**config.mk**
```make
export PLATFORM = sky130hd
export DESIGN_NAME = operand_collector
export DESIGN_NICKNAME = d
export VERILOG_FILES = /design/src/rtl/operand_collector.sv
export SDC_FILE = /design/constraint.sdc
export NUM_CORES = 1
export LEC_CHECK = 0
export CAP_MARGIN = 20
export CORE_MARGIN = 2
export CORE_UTILIZATION = 45
export DETAILED_ROUTE_END_ITERATION = 16
export GPL_ROUTABILITY_DRIVEN = 0
export HOLD_SLACK_MARGIN = 0.08
export MAX_ROUTING_LAYER = met4
export PLACE_DENSITY = 0.76
export SYNTH_ARGS = -nofsm -noshare
export SYNTH_HDL_FRONTEND = slang
export SYNTH_SLANG_ARGS = --single-unit
```
**constraint.sdc**
```tcl
create_clock -name clk -period 1.5 [get_ports clk]
set_input_delay 0.15 -clock clk [delete_from_list [all_inputs] [get_ports clk]]
set_output_delay 0.15 -clock clk [all_outputs]
set_load 0.005 [all_outputs]
```
**src/rtl/operand_collector.sv**
```systemverilog
// rtl/operand_collector.sv - collects two BCD operands from a keypad stream; optional sign keys under OPERAND_SIGN_EN
module operand_collector #(
    parameter int MAX_DIGITS = 4
) (
    input  logic        clk,
    input  logic        rst,
`ifdef OPERAND_SIGN_EN
    output logic        num1_neg,
    output logic        num2_neg,
`endif
    input  logic        key_valid,
    input  logic [3:0]  key_code,
    output logic        key_ready,
    input  logic        out_ready,
    output logic        pair_valid,
    output logic [15:0] num1,
    output logic [15:0] num2,
    output logic [1:0]  phase,
    output logic [2:0]  digit_count,
    output logic        err
);

    typedef enum logic [1:0] {
        LOAD1 = 2'd1,
        LOAD2 = 2'd2,
        HOLD  = 2'd3
    } state_t;

    localparam logic [3:0] KEY_ENTER = 4'hA;
    localparam logic [3:0] KEY_CLEAR = 4'hB;
    localparam logic [3:0] KEY_SIGN  = 4'hC;

    state_t      state, state_nxt;
    logic [15:0] num1_nxt, num2_nxt, cur, cur_nxt;
    logic [2:0]  count_nxt;
    logic        pair_valid_nxt, err_nxt, accept;
    logic        neg_cur, neg_cur_nxt;
    logic        neg1_q, neg2_q, neg1_nxt, neg2_nxt;

    assign key_ready = !rst && (state != HOLD);
    assign accept    = key_valid && key_ready;

    always_comb begin
        state_nxt      = state;
        num1_nxt       = num1;
        num2_nxt       = num2;
        count_nxt      = digit_count;
        pair_valid_nxt = pair_valid;
        err_nxt        = err;
        neg1_nxt       = neg1_q;
        neg2_nxt       = neg2_q;
        cur            = (state == LOAD1) ? num1 : num2;
        neg_cur        = (state == LOAD1) ? neg1_q : neg2_q;
        cur_nxt        = cur;
        neg_cur_nxt    = neg_cur;

        if (state == HOLD) begin
            if (pair_valid && out_ready) begin
                state_nxt      = LOAD1;
                num1_nxt       = '0;
                num2_nxt       = '0;
                count_nxt      = '0;
                pair_valid_nxt = 1'b0;
                err_nxt        = 1'b0;
                neg1_nxt       = 1'b0;
                neg2_nxt       = 1'b0;
            end
        end else if (accept) begin
            if (key_code <= 4'd9) begin
                // Overflowing digits are dropped but flagged until the next clear.
                if (digit_count < 3'(MAX_DIGITS)) begin
                    cur_nxt   = {cur[11:0], key_code};
                    count_nxt = digit_count + 3'd1;
                end else begin
                    err_nxt = 1'b1;
                end
            end else if (key_code == KEY_ENTER) begin
                if (digit_count != 3'd0) begin
                    if (state == LOAD1) begin
                        state_nxt = LOAD2;
                        count_nxt = '0;
                    end else begin
                        state_nxt      = HOLD;
                        pair_valid_nxt = 1'b1;
                    end
                end
            end else if (key_code == KEY_CLEAR) begin
                cur_nxt     = '0;
                count_nxt   = '0;
                err_nxt     = 1'b0;
                neg_cur_nxt = 1'b0;
            end else if (key_code == KEY_SIGN) begin
`ifdef OPERAND_SIGN_EN
                neg_cur_nxt = !neg_cur;
`endif
            end

            if (state == LOAD1) begin
                num1_nxt = cur_nxt;
                neg1_nxt = neg_cur_nxt;
            end else begin
                num2_nxt = cur_nxt;
                neg2_nxt = neg_cur_nxt;
            end
        end
    end

    always_ff @(posedge clk) begin
        if (rst) begin
            state       <= LOAD1;
            num1        <= '0;
            num2        <= '0;
            digit_count <= '0;
            pair_valid  <= 1'b0;
            err         <= 1'b0;
            phase       <= 2'd0;
            neg1_q      <= 1'b0;
            neg2_q      <= 1'b0;
        end else begin
            state       <= state_nxt;
            num1        <= num1_nxt;
            num2        <= num2_nxt;
            digit_count <= count_nxt;
            pair_valid  <= pair_valid_nxt;
            err         <= err_nxt;
            // phase tracks the state being entered so it never lags a transition.
            phase       <= state_nxt;
            neg1_q      <= neg1_nxt;
            neg2_q      <= neg2_nxt;
        end
    end

`ifdef OPERAND_SIGN_EN
    assign num1_neg = neg1_q;
    assign num2_neg = neg2_q;
`else
    logic unused_neg;
    assign unused_neg = neg1_q ^ neg2_q;
`endif

endmodule

```
==> results of run 1 <==
## sequential cells by signal, summed over array words and instances, names as in the netlist
name / count
num1: 16
phase: 1
err: 1
digit_count: 3
state: 2
num2: 16
pair_valid: 1
## power by group through the flow
| stage | combinational, uW | sequential (uW) | clock [uW] |
|---|---|---|---|
| after floorplan | 191 | 1150 | 0 |
| after global placement | 384 | 1150 | 0 |
| after detailed placement | 394 | 1150 | 0 |
| after CTS | 403 | 1120 | 745 |
| after global routing | 500 | 1130 | 788 |
| final | 465 | 1120 | 736 |
## per-layer routing
layer  up-vias  global-route usage  share of wire
met5         -                   -              0
met4         0              0.0860          0.015
li1       1025                   -              -
met2        60               0.403           0.52
met1      1070               0.294           0.42
met3         9              0.0417          0.044
## worst max path at each step
stage / cells past startpoint / slack [ns] / startpoint / to
floorplan: 6 / 0.04 / state[1] / num2[0]
global placement: 6 / -0.26 / key_code[2] / num2[6]
detailed placement: 5 / -0.35 / rst / phase[0]
CTS: 5 / 0.004 / state[1] / digit_count[0]
global route: 6 / -0.07 / state[0] / num2[5]
finish: 5 / 0.005 / state[1] / num1[1]
## metrics by stage
step | utilization | area, um^2 | cells
3_3_place_gp | 0.651 | 2880 | 349
5_1_grt | 0.731 | 3230 | 364
3_5_place_dp | 0.651 | 2880 | 349
6_report | 0.731 | 3230 | 364
2_1_floorplan | - | 2090 | 228
4_1_cts | 0.689 | 3040 | 358
## timing repair
item                                   4_1_cts  5_1_grt
endpoints found under the hold margin        0        0
pin swaps                                    2        7
cloned                                       0        1
setup buffers                                1        5
resized for setup                           19       32
hold buffers                                 0        0
setup endpoints to repair                   40       40
## worst max-delay path, cell delays in order (launching register included)
cell	delay (ns)
dfxtp_4	0.38
nand2b_1	0.18
buf_12	0.16
a211o_1	0.31
a32oi_2	0.24
a21oi_1	0.11
## cells by family after synthesis
kind of cell / after synthesis / synth area share
multiplexers: 15 / 0.0808
adder cells (fa/ha/maj): 2 / 0.0120
buffers and inverters: 25 / 0.0598
flip-flops: 40 / 0.383
AO/OA/AOI/OAI: 88 / 0.319
AND/OR/NAND/NOR: 58 / 0.145
## synth_stat cells (4+ instances only)
cell type	count	area, um^2
mux2_2	13	146
a311oi_2	7	105
o21ai_0	12	60.1
nand2_1	20	75.1
a311oi_1	7	61.3
clkbuf_1	4	15.0
buf_2	10	50.1
dfxtp_1	40	801
nor2_1	16	60.1
o21ai_1	11	55.1
inv_1	5	18.8
a21oi_1	7	35.0
a211oi_1	4	30.0
o21ai_2	7	61.3
a31oi_1	14	87.6
## cell type report
| type | instances | area (um^2) | share of cell area |
|---|---|---|---|
| flip-flops and latches | 40 | 815 | 0.252 |
| inverters | 6 | 22.5 | 0.00698 |
| multi-input cells | 163 | 1290 | 0.400 |
| repair buffers | 95 | 943 | 0.292 |
| clock buffers | 8 | 90.1 | 0.0279 |
| well taps | 52 | 65.1 | 0.0202 |
==> metrics.yaml, run 1 <==
sta:
  period_share: 0.996
  relSlewSlack: 0.803
  setup_slack_ns: 0.00535
  worst_pin_slew_ns: 0.296
  finalHoldViolations: 0
  clock_skew_ns: 0.00433
  period_minus_slack_ns: 1.49
  rsz0062_at_grt: "yes"
  max_freq_mhz: 669
  setup_viol: 0
  tns_ns: 0
  timing.hold.ws_ns: 0.369
  slew_viol_final: 0
grt:
  grt_remaining_overflow: 0
  grt_util_all_layers: 0.242
  grt_pass1_vias: 2121
  grt_pass1_wl_mm: 9.73
  antenna_found_initial: 0
  grt_start_max_net_pins: 33
clocking:
  htree_levels: 2
  clock-sinks: 40
  clk_path_buf_depth: 2
  cts_inserted_buffers: 5
  clock_latency_ns: 0.29
  cts_tree: "done"
  cts.clk_slew.worst_paths_ns: 0.07
  cts_root_buf: "clkbuf_8"
floorplanning:
  die_width_um: 72.2
  chipHeight_um: 72.2
  dieArea_um2: 5210
  io_pins: 48
  core-area_um2: 4410
  rows: 24
  start_util: 0.474
power:
  clkPwrFrac: 0.317
  comb_power_share: 0.200
  swShare: 0.261
  vdd_ir_drop_max_mv: 0.527
  power_uw: 2320
  p_switching_uw: 606
  seq_power_share: 0.483
  leakage_uw: 0.00118
  p_int_uw: 1720
  cellPowerDensity_nw_per_um2: 720
synth:
  async_flop_share: 0
  syn_inst: 228
  ys_types: 48
  syn-num-nets: 238
  synth-seq-cells: 40
  syn_avg_cell_area_um2: 9.17
  yosys_warnings: 0
  synth-main-ff-cell: "dfxtp_1"
  synth_edf_count: 0
  ys_seq_area_frac: 0.383
  synth_area_um2: 2090
min_path:
  min_from: "key_code[2]"
  hold_end: "num1[2]"
  hold_depth: 4
  hold_class: "in -> reg"
job:
  drv_cap: 0
critical_path:
  reg2reg_from: "state[1]"
  regToRegEndpoint: "num1[1]"
  r2r_slack_ns: 0.005
  cp-end-kind: "flop"
  cp_max_fo: 15
  cp.arrival_ns: 1.67
  crit_type: "reg -> reg"
  ff2ff_path_depth: 5
  cp.required_ns: 1.68
  start_kind: "flop"
cells_and_area:
  final_common_cell: "clkdlybuf4s50_1"
  num-fill-cells: 294
  syn_to_final_growth_pct: 54.4
  antenna_cells: 0
  layout_common_cells: "clkdlybuf4s50_1 (43), dfxtp_1 (35), buf_4 (34), nand2_1 (17), nor2_1 (16)"
  drive_gt1_frac: 0.388
  nNetsFinal: 321
placed_design:
  hpwlAfterDp_mm: 4.06
  pre_cts_slack_ns: -0.350
  port-buffer-count: 47
run_status:
  status: "finished clean"
drt:
  via_count: 2164
  remaining_drc_errors: 0
  first_iter_violations: 134
  wirelength_mm: 6.36
  ant_nets: 0
  viasPerCell: 5.95
  avgRoutedWirePerCell_um: 17.5
  drtPass1Iterations: 4
Note: power is estimated with default switching activity, not from simulation.
==> run 2: changes to the inputs <==
- PLACE_DENSITY: 0.76 -> 0.79
==> run 2 against run 1 <==
Compared with the run above:
- the flow now finishes with violations (setup timing)
- hold slack better by 0.13 ns
- final cell count is 1.1% lower
- clock power is 3.8% lower
- utilization up 0.96 points
- design area increased by 1.3%
- clock skew grew 0.0028 ns
- sequential cell count unchanged
- largest power group unchanged
==> metrics.yaml, run 2 (synthesized netlist as in run 1, its figures left out) <==
run_status:
  status: "finished with violations"
  failed_checks: "setup timing"
critical_path:
  start_kind: "flop"
  cp.arrival_ns: 1.78
  cp.required_ns: 1.69
  cp_max_fo: 5
  cp-end-kind: "flop"
  crit_type: "reg -> reg"
drt:
  viasPerCell: 6.14
  remaining_drc_errors: 0
  first_iter_violations: 137
  drtPass1Iterations: 4
  ant_nets: 0
  wirelength_mm: 6.82
  via_count: 2212
  avgRoutedWirePerCell_um: 18.9
grt:
  grt_util_all_layers: 0.238
  antenna_found_initial: 0
  grt_remaining_overflow: 0
  grt_start_max_net_pins: 33
  grt_pass1_vias: 2122
  grt_pass1_wl_mm: 9.47
job:
  drv_cap: 0
placed_design:
  dp.cells: 346
  pre_cts_slack_ns: -0.282
  hpwlAfterDp_mm: 3.99
  port-buffer-count: 47
cells_and_area:
  nNetsFinal: 318
  finalNonFillerCells: 360
  reg.largest.list: "num1 (16), num2 (16), digit_count (3)"
  syn_to_final_growth_pct: 56.4
  layout_common_cells: "clkdlybuf4s50_1 (45), dfxtp_1 (35), buf_4 (30), o21ai_1 (16), nor2_1 (16)"
  antenna_cells: 0
  final_common_cell: "clkdlybuf4s50_1"
  drive_gt1_frac: 0.422
floorplanning:
  dieArea_um2: 5210
  start_util: 0.474
  io_pins: 48
  core-area_um2: 4410
  chipHeight_um: 72.2
  die_width_um: 72.2
  rows: 24
sta:
  slew_viol_final: 0
  clock_skew_ns: 0.00712
  max_freq_mhz: 628
  period_share: 1.06
  finalHoldViolations: 0
  relSlewSlack: 0.792
  rsz0062_at_grt: "yes"
  period_minus_slack_ns: 1.59
  worst_pin_slew_ns: 0.308
  setup_viol: 4
  setup_slack_ns: -0.0927
clocking:
  cts.clk_slew.worst_paths_ns: 0.08
  htree_levels: 2
  clock_latency_ns: 0.30
  cts_hold_buffers: 0
  cts_root_buf: "clkbuf_8"
  clock-sinks: 40
  clk_path_buf_depth: 2
  cts_inserted_buffers: 5
  cts_tree: "done"
min_path:
  hold_class: "reg -> reg"
power:
  cellPowerDensity_nw_per_um2: 713
  vdd_ir_drop_max_mv: 0.547
  leakage_uw: 0.00119
-- run 2: cell count changes in the layout (fill, tap and decap cells not counted), moves of 2 or more --
cell,previous run,this run
a311oi_1,4,1
a311oi_2,10,13
buf_4,34,30
clkbuf_1,2,0
clkdlybuf4s50_1,43,45
nand2_1,17,6
nand2_2,2,9
nand2_4,1,5
o21ai_0,9,5
o21ai_1,10,16
o21ai_2,11,9
-- run 2: power by group --
part,leakage (uW),internal (uW),switching (uW)
clock,0.0000400,315,392
sequential,0.000328,1100,27.4
combinational,0.000825,263,238
total,0.00119,1670,657
-- run 2: worst paths after layout --
kind / startpoint / endpoint / slack, ns / cells past startpoint
hold / removal: digit_count[1] / digit_count[1] / 0.50 / 2
setup / recovery: state[0] / num2[4] / -0.09 / 6
setup reg to reg: state[0] / num2[4] / -0.09 / 6
hold reg to reg: digit_count[1] / digit_count[1] / 0.50 / 2
-- run 2: metrics by stage --
step | instance area [um^2] | setup TNS, ns | hold slack, ns | total power, uW | utilization
detailed placement | 2870 | -8.10 | 0.515 | 1540 | 0.649
global placement | 2870 | -6.88 | 0.490 | 1530 | 0.649
global route | 3270 | -0.778 | 0.514 | 2410 | 0.741
floorplan | 2090 | 0 | 0.253 | 1340 | -
finish | 3270 | -0.130 | 0.496 | 2330 | 0.741
CTS | 3000 | -0.0257 | 0.518 | 2230 | 0.679
-- run 2: critical path, stage by stage, from the launching register on --
cell and delay, ns:
dfxtp_4 0.38, buf_6 0.13, buf_6 0.11, a211oi_4 0.31
buf_6 0.20, nand2_4 0.06, a311oi_2 0.30
-- run 2: layer usage --
metal | up-vias | GRT usage | wire, um
li1 | 1022 | - | -
met5 | - | - | 0
met1 | 1080 | 0.287 | 2810
met3 | 32 | 0.0333 | 358
met4 | 0 | 0.130 | 295
met2 | 78 | 0.381 | 3350
-- run 2: repair_timing --
| item | 4_1_cts | 5_1_grt |
|---|---|---|
| pin swaps | 3 | 21 |
| endpoints found under the setup margin | 37 | 37 |
| gates resized for setup | 14 | 56 |
| gates cloned | 1 | 3 |
| setup buffers | 0 | 3 |
-- run 2: cell type report --
| class | instances | area [um^2] |
|---|---|---|
| Clock buffer | 5 | 68.8 |
| Clock inverter | 2 | 12.5 |
| Fill cell | 298 | 1140 |
| Inverter | 6 | 22.5 |
| Multi-Input combinational cell | 163 | 1370 |
| Sequential cell | 40 | 812 |
| Tap cell | 52 | 65.1 |
| Timing Repair Buffer | 92 | 922 |
==> run 3: changes to the inputs <==
- CORE_UTILIZATION: 45 -> 50
- CTS_CLUSTER_SIZE: not set -> 14
- PLACE_DENSITY: 0.79 -> 0.83
- clock period: 1.5 -> 1.75 ns (I/O delays scaled with it)
==> run 3 against run 2 <==
Compared with the run above:
- the flow now finishes without violations
- largest cell class unchanged
- design area is 13% lower
- via count is 11% lower
- die area is 9.5% lower
- register-to-register slack better by 0.25 ns
- worst setup slack better by 0.18 ns
- clock-buffer cell count is 1 higher
- sequential power is 14% lower
==> metrics.yaml, run 3 (synthesized netlist as in run 1, its figures left out) <==
floorplanning:
  core-area_um2: 4000
  dieArea_um2: 4710
  chipHeight_um: 68.7
  die_width_um: 68.7
  rows: 23
  start_util: 0.523
  io_pins: 48
sta:
  setup_viol: 0
  rsz0062_at_grt: "no"
  relSlewSlack: 0.700
  slew_viol_final: 0
  period_minus_slack_ns: 1.67
  clock_skew_ns: 0.0102
  setup_slack_ns: 0.0827
  period_share: 0.953
  worst_pin_slew_ns: 0.444
  max_freq_mhz: 600
  finalHoldViolations: 0
critical_path:
  regToRegEndpoint: "err"
  ff2ff_path_depth: 5
  r2r_slack_ns: 0.16
  start_kind: "flop"
  cp_max_fo: 10
  setup.worst_path.end: "key_ready"
  cp-end-kind: "output pin"
  cp.required_ns: 1.57
  crit_type: "reg -> out"
  reg2reg_from: "state[1]"
  cp.arrival_ns: 1.49
  crit_path_start: "state[0]"
clocking:
  post_cts_resized: 0
  htree_levels: 2
  cts_hold_buffers: 0
  post-cts-setup-buffer-count: 0
  cts_tree: "done"
  clock-sinks: 40
  cts.clk_slew.worst_paths_ns: 0.08
  cts_inserted_buffers: 5
  clock_latency_ns: 0.30
  cts_root_buf: "clkbuf_8"
  clk_path_buf_depth: 2
cells_and_area:
  finalNonFillerCells: 336
  multi_input_area_um2: 1170
  drive_gt1_frac: 0.234
  num-fill-cells: 322
  syn_to_final_growth_pct: 35.8
  seqCellArea_um2: 801
  antenna_cells: 0
  reg.largest.list: "num1 (16), num2 (16), digit_count (3)"
  layout_common_cells: "clkdlybuf4s50_1 (47), dfxtp_1 (40), nand2_1 (20), buf_4 (18), nor2_1 (16)"
  final_common_cell: "clkdlybuf4s50_1"
  nNetsFinal: 295
  final_util: 0.710
drt:
  drtPass1Iterations: 4
  via_count: 1977
  first_iter_violations: 96
  viasPerCell: 5.88
  ant_nets: 0
  avgRoutedWirePerCell_um: 15.6
  remaining_drc_errors: 0
  wirelength_mm: 5.24
grt:
  grt_pass1_wl_mm: 8.44
  grt_remaining_overflow: 0
  grt_pass1_vias: 1792
  grt_util_all_layers: 0.243
  grt_start_max_net_pins: 33
  antenna_found_initial: 0
job:
  drv_cap: 0
power:
  leakage_uw: 0.000988
  cellPowerDensity_nw_per_um2: 684
  vdd_ir_drop_max_mv: 0.455
placed_design:
  hpwlAfterDp_mm: 3.63
  port-buffer-count: 47
  dp.cells: 328
  pre_cts_slack_ns: -0.0487
min_path:
  hold_class: "reg -> reg"
run_status:
  status: "finished clean"
run 3: cell type report:
cell class                      instances  area share
Timing Repair Buffer                   69       0.241
Multi-Input combinational cell        163       0.412
Tap cell                               50      0.0220
Sequential cell                        40       0.282
Clock inverter                          2     0.00529
Clock buffer                            6      0.0291
Inverter                                6     0.00793
run 3: per-layer routing:
| metal | global-route usage | up-vias | routed length (um) |
|---|---|---|---|
| met1 | 0.298 | 952 | 2420 |
| li1 | - | 969 | - |
| met4 | 0.0700 | 0 | 72 |
| met2 | 0.401 | 48 | 2500 |
| met3 | 0.0552 | 8 | 246 |
| met5 | - | - | 0 |
run 3: report_power, final:
| part | total [uW] | internal (uW) | switching (uW) |
|---|---|---|---|
| Sequential | 964 | 941 | 23.0 |
| Combinational | 320 | 166 | 153 |
| Clock | 659 | 319 | 339 |
| Total | 1940 | 1430 | 516 |
run 3: stage by stage:
step                      hold WS, ns  instance area, um^2  TNS (ns)  power (uW)
after floorplan                 0.278                 2090         0        1150
after global placement          0.498                 2740  -0.00206        1290
after detailed placement        0.506                 2740    -0.175        1300
after CTS                       0.522                 2840         0        1950
after global routing            0.552                 2840         0        2010
final                           0.522                 2840         0        1940
run 3: worst max-delay path, cell delays in order, from the launching register on:
cell and delay, ns:
dfxtp_1 0.35, buf_4 0.20, a21oi_1 0.14, clkdlybuf4s50_1 0.51
run 3: worst min path at each step:
stage | from | end | slack (ns) | cells after the start
finish | digit_count[1] | digit_count[1] | 0.52 | 2
detailed placement | pair_valid | pair_valid | 0.51 | 2
floorplan | rst | digit_count[1] | 0.28 | 1
global placement | pair_valid | pair_valid | 0.50 | 2
CTS | num2[7] | num2[7] | 0.52 | 2
global route | pair_valid | pair_valid | 0.55 | 2
